### src/rtl/ball_ctrl_if.sv
// ball_ctrl_if: playfield bus between the top level and the ball engine.
//
// Carries the serve request, the VGA scan position, the paddle geometry
// and the ball engine's outputs (position, pixel colour, lives, status).
//
//   launch         serve request (level)
//   x, y           current scan coordinates
//   active_pixels  scan is inside the visible region
//   paddle_*       paddle left/top edge, width and height
//   ball_x/ball_y  ball top-left corner
//   vga_color      ball pixel colour for the colour mux
//   lives          remaining lives
//   ball_lost      one-cycle pulse when the ball leaves the bottom
//   game_over      no lives left
//
// master: the playfield top level (drives inputs, reads results)
// slave : the ball engine
interface ball_ctrl_if;
  logic        launch;
  logic [9:0]  x;
  logic [9:0]  y;
  logic        active_pixels;
  logic [9:0]  paddle_x;
  logic [9:0]  paddle_y;
  logic [9:0]  paddle_width;
  logic [9:0]  paddle_height;
  logic [9:0]  ball_x;
  logic [9:0]  ball_y;
  logic [23:0] vga_color;
  logic [1:0]  lives;
  logic        ball_lost;
  logic        game_over;

  modport master (
    output launch, x, y, active_pixels,
    output paddle_x, paddle_y, paddle_width, paddle_height,
    input  ball_x, ball_y, vga_color, lives, ball_lost, game_over
  );

  modport slave (
    input  launch, x, y, active_pixels,
    input  paddle_x, paddle_y, paddle_width, paddle_height,
    output ball_x, ball_y, vga_color, lives, ball_lost, game_over
  );
endinterface

### src/rtl/ball_ctrl.sv
// ball_ctrl: ball engine for the brick-breaker playfield.
//
// Parks the ball on the paddle until a serve, then moves it one pixel per
// move tick, bouncing off the left/right/top walls and the paddle top.
// Leaving through the bottom costs a life; with no lives left the game
// stops until reset.
//
// Ports:
//   clk  system clock
//   rst  asynchronous active-high reset
//   bus  ball_ctrl_if.slave (launch, scan x/y, active_pixels, paddle
//        geometry in; ball_x/ball_y, vga_color, lives, ball_lost,
//        game_over out)
//
// state | meaning
// ------+--------------------------------------------------------------
// SERVE | ball rides on the paddle centre, waiting for launch
// MOVE  | ball in flight, stepped on each move tick
// LOST  | single cycle: ball left the bottom, a life is taken
// OVER  | no lives left, ball hidden, held until reset
module ball_ctrl #(
  parameter int BALL_SIZE = 8,
  parameter int SCREEN_W  = 640,
  parameter int SCREEN_H  = 480,
  parameter int TICK_DIV  = 208333,
  parameter int START_X   = 316,
  parameter int START_Y   = 412,
  parameter int LIVES     = 3
) (
  input  logic       clk,
  input  logic       rst,
  ball_ctrl_if.slave bus
);

  typedef enum logic [1:0] {
    S_SERVE = 2'd0,
    S_MOVE  = 2'd1,
    S_LOST  = 2'd2,
    S_OVER  = 2'd3
  } state_t;

  localparam int CNT_W = (TICK_DIV > 0) ? $clog2(TICK_DIV + 1) : 1;
  localparam logic [CNT_W-1:0] TICK_TC = CNT_W'(TICK_DIV);
  localparam logic [10:0] SIZE11 = 11'(BALL_SIZE);
  localparam logic [10:0] HALF11 = 11'(BALL_SIZE / 2);
  localparam logic [10:0] SCR_W11 = 11'(SCREEN_W);
  localparam logic [10:0] SCR_H11 = 11'(SCREEN_H);
  localparam logic [9:0] SIZE10 = 10'(BALL_SIZE);

  state_t           state_q, state_d;
  logic [9:0]       ball_x_q, ball_x_d;
  logic [9:0]       ball_y_q, ball_y_d;
  logic             dir_x_pos_q, dir_x_pos_d;   // 1: moving right
  logic             dir_y_down_q, dir_y_down_d; // 1: moving down
  logic [1:0]       lives_q, lives_d;
  logic [CNT_W-1:0] tick_cnt_q, tick_cnt_d;
  logic             tick;

  // 11-bit edge sums so a ball or paddle near 1023 does not wrap.
  logic [10:0] ball_right;
  logic [10:0] ball_bottom;
  logic [10:0] paddle_right;
  logic [10:0] paddle_centre;
  logic [9:0]  serve_x;
  logic [9:0]  serve_y;

  logic hit_left, hit_right, hit_top, hit_paddle, hit_bottom;
  logic in_x, in_y;

  // Paddle height plays no part in the bounce; kept on the bus for later use.
  logic unused_paddle_height;
  assign unused_paddle_height = ^bus.paddle_height;

  assign tick = (tick_cnt_q == TICK_TC);

  assign ball_right    = {1'b0, ball_x_q} + SIZE11;
  assign ball_bottom   = {1'b0, ball_y_q} + SIZE11;
  assign paddle_right  = {1'b0, bus.paddle_x} + {1'b0, bus.paddle_width};
  assign paddle_centre = {1'b0, bus.paddle_x} + {2'b00, bus.paddle_width[9:1]};

  // Centre the ball over the paddle; a paddle hugging the left edge would
  // put the ball left of column 0, so pin it there instead.
  assign serve_x = (paddle_centre < HALF11) ? 10'd0 : 10'(paddle_centre - HALF11);
  assign serve_y = bus.paddle_y - SIZE10;

  assign hit_left   = !dir_x_pos_q && (ball_x_q == 10'd0);
  assign hit_right  = dir_x_pos_q && (ball_right >= SCR_W11);
  assign hit_top    = !dir_y_down_q && (ball_y_q == 10'd0);
  assign hit_paddle = dir_y_down_q
                      && (ball_bottom == {1'b0, bus.paddle_y})
                      && (ball_right > {1'b0, bus.paddle_x})
                      && ({1'b0, ball_x_q} < paddle_right);
  // A paddle save wins over the bottom exit.
  assign hit_bottom = dir_y_down_q && (ball_bottom >= SCR_H11) && !hit_paddle;

  always_comb begin
    state_d      = state_q;
    ball_x_d     = ball_x_q;
    ball_y_d     = ball_y_q;
    dir_x_pos_d  = dir_x_pos_q;
    dir_y_down_d = dir_y_down_q;
    lives_d      = lives_q;
    tick_cnt_d   = tick ? '0 : tick_cnt_q + CNT_W'(1);

    case (state_q)
      S_SERVE: begin
        ball_x_d = serve_x;
        ball_y_d = serve_y;
        if (bus.launch) begin
          state_d      = S_MOVE;
          dir_x_pos_d  = 1'b1;
          dir_y_down_d = 1'b0;
        end
      end

      S_MOVE: begin
        if (tick) begin
          if (hit_bottom) begin
            state_d = S_LOST;
          end else begin
            // Flip first, then step in the new direction; corner hits flip both.
            dir_x_pos_d  = dir_x_pos_q ^ (hit_left | hit_right);
            dir_y_down_d = dir_y_down_q ^ (hit_top | hit_paddle);
            ball_x_d     = dir_x_pos_d ? ball_x_q + 10'd1 : ball_x_q - 10'd1;
            ball_y_d     = dir_y_down_d ? ball_y_q + 10'd1 : ball_y_q - 10'd1;
          end
        end
      end

      S_LOST: begin
        lives_d = lives_q - 2'd1;
        if (lives_q == 2'd1) begin
          state_d = S_OVER;
        end else begin
          state_d      = S_SERVE;
          dir_x_pos_d  = 1'b1;
          dir_y_down_d = 1'b0;
        end
      end

      S_OVER: begin
        lives_d = 2'd0;
      end

      default: begin
        state_d = S_SERVE;
      end
    endcase
  end

  always_ff @(posedge clk or posedge rst) begin
    if (rst) begin
      state_q      <= S_SERVE;
      ball_x_q     <= 10'(START_X);
      ball_y_q     <= 10'(START_Y);
      dir_x_pos_q  <= 1'b1;
      dir_y_down_q <= 1'b0;
      lives_q      <= 2'(LIVES);
      tick_cnt_q   <= '0;
    end else begin
      state_q      <= state_d;
      ball_x_q     <= ball_x_d;
      ball_y_q     <= ball_y_d;
      dir_x_pos_q  <= dir_x_pos_d;
      dir_y_down_q <= dir_y_down_d;
      lives_q      <= lives_d;
      tick_cnt_q   <= tick_cnt_d;
    end
  end

  // Half-open ball box: [ball_x, ball_x+BALL_SIZE) x [ball_y, ball_y+BALL_SIZE).
  assign in_x = (bus.x >= ball_x_q) && ({1'b0, bus.x} < ball_right);
  assign in_y = (bus.y >= ball_y_q) && ({1'b0, bus.y} < ball_bottom);

  assign bus.vga_color = (bus.active_pixels && in_x && in_y && (state_q != S_OVER))
                         ? 24'hFFFF00 : 24'h000000;
  assign bus.ball_x    = ball_x_q;
  assign bus.ball_y    = ball_y_q;
  assign bus.lives     = lives_q;
  assign bus.ball_lost = (state_q == S_LOST);
  assign bus.game_over = (state_q == S_OVER);

endmodule

### src/flat_wrapper.sv
// flat-port wrapper written by rule: the top's interface ports become plain ports
module ball_ctrl_flat 
#(
  parameter int BALL_SIZE = 8,
  parameter int SCREEN_W  = 640,
  parameter int SCREEN_H  = 480,
  parameter int TICK_DIV  = 208333,
  parameter int START_X   = 316,
  parameter int START_Y   = 412,
  parameter int LIVES     = 3
)
  (clk, rst, bus_launch, bus_x, bus_y, bus_active_pixels, bus_paddle_x, bus_paddle_y, bus_paddle_width, bus_paddle_height, bus_ball_x, bus_ball_y, bus_vga_color, bus_lives, bus_ball_lost, bus_game_over);
  ball_ctrl_if bus_i ();
  input  logic clk;
  input  logic rst;
  input wire logic [$bits(bus_i.launch)-1:0] bus_launch;
  input wire logic [$bits(bus_i.x)-1:0] bus_x;
  input wire logic [$bits(bus_i.y)-1:0] bus_y;
  input wire logic [$bits(bus_i.active_pixels)-1:0] bus_active_pixels;
  input wire logic [$bits(bus_i.paddle_x)-1:0] bus_paddle_x;
  input wire logic [$bits(bus_i.paddle_y)-1:0] bus_paddle_y;
  input wire logic [$bits(bus_i.paddle_width)-1:0] bus_paddle_width;
  input wire logic [$bits(bus_i.paddle_height)-1:0] bus_paddle_height;
  output wire logic [$bits(bus_i.ball_x)-1:0] bus_ball_x;
  output wire logic [$bits(bus_i.ball_y)-1:0] bus_ball_y;
  output wire logic [$bits(bus_i.vga_color)-1:0] bus_vga_color;
  output wire logic [$bits(bus_i.lives)-1:0] bus_lives;
  output wire logic [$bits(bus_i.ball_lost)-1:0] bus_ball_lost;
  output wire logic [$bits(bus_i.game_over)-1:0] bus_game_over;
  assign bus_i.launch = bus_launch;
  assign bus_i.x = bus_x;
  assign bus_i.y = bus_y;
  assign bus_i.active_pixels = bus_active_pixels;
  assign bus_i.paddle_x = bus_paddle_x;
  assign bus_i.paddle_y = bus_paddle_y;
  assign bus_i.paddle_width = bus_paddle_width;
  assign bus_i.paddle_height = bus_paddle_height;
  assign bus_ball_x = bus_i.ball_x;
  assign bus_ball_y = bus_i.ball_y;
  assign bus_vga_color = bus_i.vga_color;
  assign bus_lives = bus_i.lives;
  assign bus_ball_lost = bus_i.ball_lost;
  assign bus_game_over = bus_i.game_over;
  ball_ctrl #(.BALL_SIZE(BALL_SIZE), .SCREEN_W(SCREEN_W), .SCREEN_H(SCREEN_H), .TICK_DIV(TICK_DIV), .START_X(START_X), .START_Y(START_Y), .LIVES(LIVES)) u_core (.clk(clk), .rst(rst), .bus(bus_i));
endmodule
### config.mk
export PLATFORM = sky130hd
export DESIGN_NAME = ball_ctrl_flat
export DESIGN_NICKNAME = d
export VERILOG_FILES = /design/src/rtl/ball_ctrl_if.sv /design/src/rtl/ball_ctrl.sv /design/src/flat_wrapper.sv
export SDC_FILE = /design/constraint.sdc
export NUM_CORES = 1
export LEC_CHECK = 0
export BUFFER_PORTS_ARGS = -buffer_cell sky130_fd_sc_hd__buf_4
export CAP_MARGIN = 10
export CORE_UTILIZATION = 60
export DETAILED_ROUTE_END_ITERATION = 7
export GPL_ROUTABILITY_DRIVEN = 0
export PLACE_DENSITY_LB_ADDON = 0.15
export SLEW_MARGIN = 20
export SYNTH_ARGS = -nofsm -noshare
export SYNTH_HDL_FRONTEND = slang
export SYNTH_SLANG_ARGS = --single-unit
export TNS_END_PERCENT = 30
### constraint.sdc
create_clock -name clk -period 10.1 [get_ports clk]
set_input_delay 0.505 -clock clk [delete_from_list [all_inputs] [get_ports clk]]
set_output_delay 0.505 -clock clk [all_outputs]
set_load 0.01 [all_outputs]
After elaboration in Yosys (flattened, before gate mapping)
Index checks and enable logic that the tools add are counted.

Register bits after elaboration: 44. Bits of input ports: 64. Output and inout port bits: 48. Logic and storage cells: 96.

Reduce and logical (&&, ||, !) cells: 25. Multiplexer cells: 27. Eq/ne operators: 12. Bitwise logic cells: 4. Add/sub/neg operators: 12. $lt $le $gt $ge: 9.

Operators with widths (count): two-way mux 10 bit (7); one-hot mux 10 bit (2 select lines) (2); < comparator 10 x 11 -> 1 bit (3); two-way mux 24 bit (1); adder 10 x 4 -> 11 bit (second input constant) (2); adder 10 x 1 -> 10 bit (second input constant) (2); >= comparator 10 bit (2); zero test 10 bit (2); subtractor 10 x 1 -> 10 bit (second input constant) (2); adder 18 x 1 -> 18 bit (second input constant) (1); equality test 18 bit (second input constant) (1); two-way mux 18 bit (1); logical AND 1 bit (13); adder 10 x 10 -> 11 bit (1); adder 10 x 9 -> 11 bit (1); equality test 11 x 10 -> 1 bit (1); >= comparator 11 x 10 -> 1 bit (second input constant) (1); >= comparator 11 x 9 -> 1 bit (second input constant) (1); > comparator 11 x 10 -> 1 bit (1); < comparator 11 x 3 -> 1 bit (second input constant) (1); subtractor 10 x 3 -> 10 bit (second input constant) (1); subtractor 10 x 4 -> 10 bit (second input constant) (1); two-way mux 1 bit (8); two-way mux 2 bit (4); other kinds (17) (29).

Depth between registers and ports, before layout
Depth after elaboration: 11. Mapped depth: 23. Mapped depth without buffers: 23.

Least setup slack after synthesis
No wires, ideal clock.

Path type: input port to flip-flop. Start: input bus_paddle_width[1]. End: register u_core.ball_y_q[9] (netlist: u_core.bus.ball_y[9]). Path buffers: 0. Required time: 9.969 ns. Stages: 23. Setup time: 0.131 ns. Arrival: 5.442 ns. Slack: 4.527 ns. Path through: ha_1 > a21o_1 > a21oi_1 > o21bai_1 > a21oi_1 > o21bai_1 > a21oi_1 > nor4b_1 > nor3_1 > ha_1 > and3_1 > a221o_1 > a2111oi_4 > or2_2 > ha_1 > a21oi_1 > o211ai_1 > or4_1 > a31o_2 > a21oi_1 > o21ai_0 > a2111oi_2 > nor3b_1.

Word-level cells in the longest chain between the ends: 9. Elaborated cells on any way between the ends: 13. Classes of those cells: add/sub (1); order compare (1); eq/ne (1); mux (4); bitwise (2); reduce/logical (4).

Ends and longest elaborated chain: start, declared (line flat_wrapper.sv:22) `input wire logic [$bits(bus_i.paddle_width)-1:0] bus_paddle_width;`; adder 10 x 10 -> 11 bit * (line ball_ctrl.sv:78) `assign paddle_right = {1'b0, bus.paddle_x} + {1'b0, bus.paddle_width};`; < comparator 10 x 11 -> 1 bit * (line ball_ctrl.sv:92) `&& ({1'b0, ball_x_q} < paddle_right);`; logical AND 1 bit * (line ball_ctrl.sv:92); OR 1 bit (line ball_ctrl.sv:123) `dir_y_down_d = dir_y_down_q ^ (hit_top | hit_paddle);`; bitwise XOR 1 bit (line ball_ctrl.sv:123); two-way mux 10 bit (line ball_ctrl.sv:125) `ball_y_d = dir_y_down_d ? ball_y_q + 10'd1 : ball_y_q - 10'd1;`; two-way mux 10 bit (line ball_ctrl.sv:118) `if (hit_bottom) begin`; two-way mux 10 bit (line ball_ctrl.sv:117) `if (tick) begin`; one-hot mux 10 bit (2 select lines) (line ball_ctrl.sv:105) `case (state_q)`; end signal, assigned (line ball_ctrl.sv:155) `ball_y_q <= 10'(START_Y);`; end signal, assigned (line ball_ctrl.sv:163) `ball_y_q <= ball_y_d;`; end, declared (line ball_ctrl.sv:52) `logic [9:0] ball_y_q, ball_y_d;`.

Mark *: on every way between the ends. The rest lies on a longest branch, timed or not. The select of a mux whose other input is x is not followed. A chain may end at the register's enable or synchronous reset.

Worst setup path after layout
Ends and elaborated chain as after synthesis.

==> out/results.ini <==
[outcome]
status = finished, final reports clean

[final_layout]
diodes = 0
seqCellArea_mm2 = 0.00112
multi_input_area_mm2 = 0.00432
mostFrequentLayoutCells = ha_1 (99), buf_4 (95), inv_1 (65)
syn2layout_area_growth_pct = 13.3
layout_commonest_cell = ha_1
layout-drive-gt1-share_pct = 17.9
nets = 937
fin_util_pct = 71.2
fillers = 769

[worst_setup_path]
r2r_cells = 19
start_kind = input pin
cpMostUsedCell = a21oi_1
crit_path_end_kind = flop
worstReg2RegEnd = u_core.bus.ball_y[9]
r2r_slack_ns = 4.77
max_stage_delay_ns = 0.50
cp_slowest_cell = a2111oi_4
path_cells = buf_4 -> ha_1 -> a21o_1 -> a21oi_1 -> o21bai_1 -> a21oi_1 -> o21bai_1 -> a21oi_1 -> nor4b_1 -> nor3_1 -> ha_1 -> and3_1 -> a221o_1 -> a2111oi_4 -> or2_2 -> ha_1 -> a21oi_1 -> o211ai_1 -> or4_1 -> a31o_2 -> a21oi_1 -> o21ai_0 -> a2111oi_2 -> nor3b_1
critPathRequiredTime_ns = 10.28
crit_type = input pin to flop
crit_buf_inv = 1
worst-path-max-fanout = 10
cp_top_family = compound AO/OA/AOI/OAI gates
crit_arrival_ns = 6.49
r2r-start = u_core.bus.ball_x[5]

[synth]
synth_mux_area_share_pct = 1.49
yosysSeqAreaShare_pct = 19.0
synth_xor_area_share_pct = 11.2
yosys.area_share.simple_pct = 16.8
synth-adder-area-share_pct = 22.4
synthCells = 698
async_flop_share_pct = 100
ys_warn_count = 0
synth_cell_type_count = 79
synth_top_family_by_area = adder cells
netlist_area_mm2 = 0.00589
synth_edf_count = 0
synth-main-ff-cell = dfrtp_1
ys_seq_elements = 44
postSynthAreaPerCell_um2 = 8.44
synth-compound-area-share_pct = 20.6

[clock_network]
cts_made_buffers = 5
cts.repair.resized = 0
hold_buffers = 0
htree_num_levels = 2
clkTransAtPathRegs_ns = 0.09
clock-root-buffer = clkbuf_8
cts_sinks = 44
cts_tree = done
clk_latency_ns = 0.30
cts_setup_buffers = 0
cts_buffer_depth = 2

[timing]
finalCriticalPeriod_ns = 6.31
slew_viol_final = 0
fin_crit_sh_pct = 62.5
finalSetupTns_ns = 0
grt_setup_unrepaired = false
hold_violations = 0
fmax_mhz = 159
layout_setup_ws_ns = 3.79
setup_viol = 0
max_slew_margin_pct = 39.8
finClkSkew_ns = 0.00509
tightest_slew_ns = 0.901

[global_routing]
antenna_found_initial = 0
grt-ovfl-total = 0
grt_use_total_pct = 28.3
grt_max_degree = 45
first_global_vias = 5044
grt_pass1_wl_um = 23300

[die]
initial_core_util_pct = 62.8
fp.dieArea_mm2 = 0.0102
io_pins = 112
die_w_um = 101
core_region_area_mm2 = 0.00937
std_cell_rows = 35
die-height_um = 101

[power]
pwr_density_cell_mw_per_mm2 = 69.9
switching_share_pct = 32.0
p_int_uw = 317
switching_power_uw = 149
p_seq_share_pct = 37.8
peakVddDrop_mv = 0.0480
comb_power_share_pct = 31.7
p_clk_share_pct = 30.5
power.leakage_uw = 0.00318

[run]
maxCapViolations = 0

[placement]
numPortBuffers = 93
post-place-ws_ns = 3.61
dp_hpwl_um = 11200

[route]
vias = 5261
drc = 0
drtAntennaViolNets = 0
dr.pass1.iters = 4
viasPerCell = 5.85
post_drt_wl_per_cell_um = 15.6
drt_iter0_drc = 206
routed_wl_um = 14000

[worst_hold_path]
hold_path_class = input pin to async pin

-- power by group through the flow --
stage | Clock [uW] | Sequential [uW] | Combinational (uW)
after global routing | 151 | 176 | 165
after global placement | 0 | 180 | 140
after floorplan | 0 | 180 | 101
final | 142 | 176 | 148
after CTS | 144 | 176 | 147
after detailed placement | 0 | 180 | 146
-- area by class of cell --
cell class | count | area share [%]
multi-input cells | 558 | 64.7
flip-flops and latches | 44 | 16.7
repair buffers | 95 | 10.7
inverters | 66 | 3.71
well taps | 129 | 2.42
clock buffers | 5 | 1.03
clock inverters | 3 | 0.694
-- worst max-delay path by stage --
stage,endpoint,from,slack (ns),cells after the start
global route,u_core.bus.ball_y[9],bus_paddle_width[1],3.41,24
CTS,u_core.bus.ball_y[9],bus_paddle_width[1],3.85,24
floorplan,u_core.bus.ball_y[9],bus_paddle_width[1],4.53,23
finish,u_core.bus.ball_y[9],bus_paddle_width[1],3.79,24
global placement,u_core.bus.ball_y[9],bus_paddle_width[1],3.84,24
detailed placement,u_core.bus.ball_y[9],bus_paddle_width[1],3.61,24
-- synthesized netlist by cell type, types with 9 or more instances --
| cell type | n | area share (%) |
|---|---|---|
| ha_1 | 99 | 21 |
| inv_1 | 65 | 4.1 |
| a21oi_1 | 55 | 4.7 |
| xnor2_1 | 46 | 6.8 |
| nor2_1 | 44 | 2.8 |
| nand2_1 | 35 | 2.2 |
| dfrtp_1 | 31 | 13 |
| o21ai_0 | 31 | 2.6 |
| nand3_1 | 30 | 2.5 |
| xor2_1 | 25 | 3.7 |
| buf_4 | 24 | 3.1 |
| nor3_1 | 18 | 1.5 |
| a21o_1 | 14 | 1.8 |
| dfstp_2 | 13 | 5.8 |
| and3_1 | 10 | 1.1 |
| clkbuf_1 | 9 | 0.57 |
| o21a_1 | 9 | 1.1 |
-- metal layers --
metal	share of wire (%)	vias to the layer above	GRT usage [%]
met1	48	2495	38.4
met3	4.0	14	3.47
met2	47	119	47.8
met5	0	-	0
li1	-	2633	-
met4	1.3	0	6.47
-- sequential cells by signal, summed over array words and instances, names as in the netlist --
name / cells
u_core.bus.lives: 2
u_core.dir_x_pos_q: 1
u_core.state_q: 2
u_core.dir_y_down_q: 1
u_core.bus.ball_x: 10
u_core.tick_cnt_q: 18
u_core.bus.ball_y: 10
-- worst register-to-register path: stages, from the launching register on --
cell       delay (ns)
dfstp_2          0.67
and3_1           0.19
nand3_1          0.09
xnor2_1          0.34
ha_1             0.32
a21o_1           0.16
a21oi_1          0.20
nand3_1          0.10
o2bb2ai_1        0.34
a2111oi_4        0.13
or2_2            0.46
ha_1             0.32
a21oi_1          0.18
o211ai_1         0.14
or4_1            0.46
a31o_2           0.27
a21oi_1          0.18
o21ai_0          0.17
a2111oi_2        0.41
nor3b_1          0.10
-- metrics by stage --
step                      instances  instance area, um^2  hold WS, ns  total power [uW]
final                           900                 6670        0.344               466
after global routing            900                 6670        0.388               493
after CTS                       900                 6670        0.361               467
after detailed placement        892                 6550        0.487               325
after global placement          892                 6550        0.476               320
after floorplan                 705                 5920        0.459               280
-- logic make-up after synthesis --
family / after synthesis
and+or+nand+nor: 190
xor gates and xnor gates: 73
buffers and inverters: 103
adders and majority gates: 103
AOI/OAI and AO/OA: 177
muxes: 7
other: 1
DFF: 44
(Power assumes the default switching activity.)
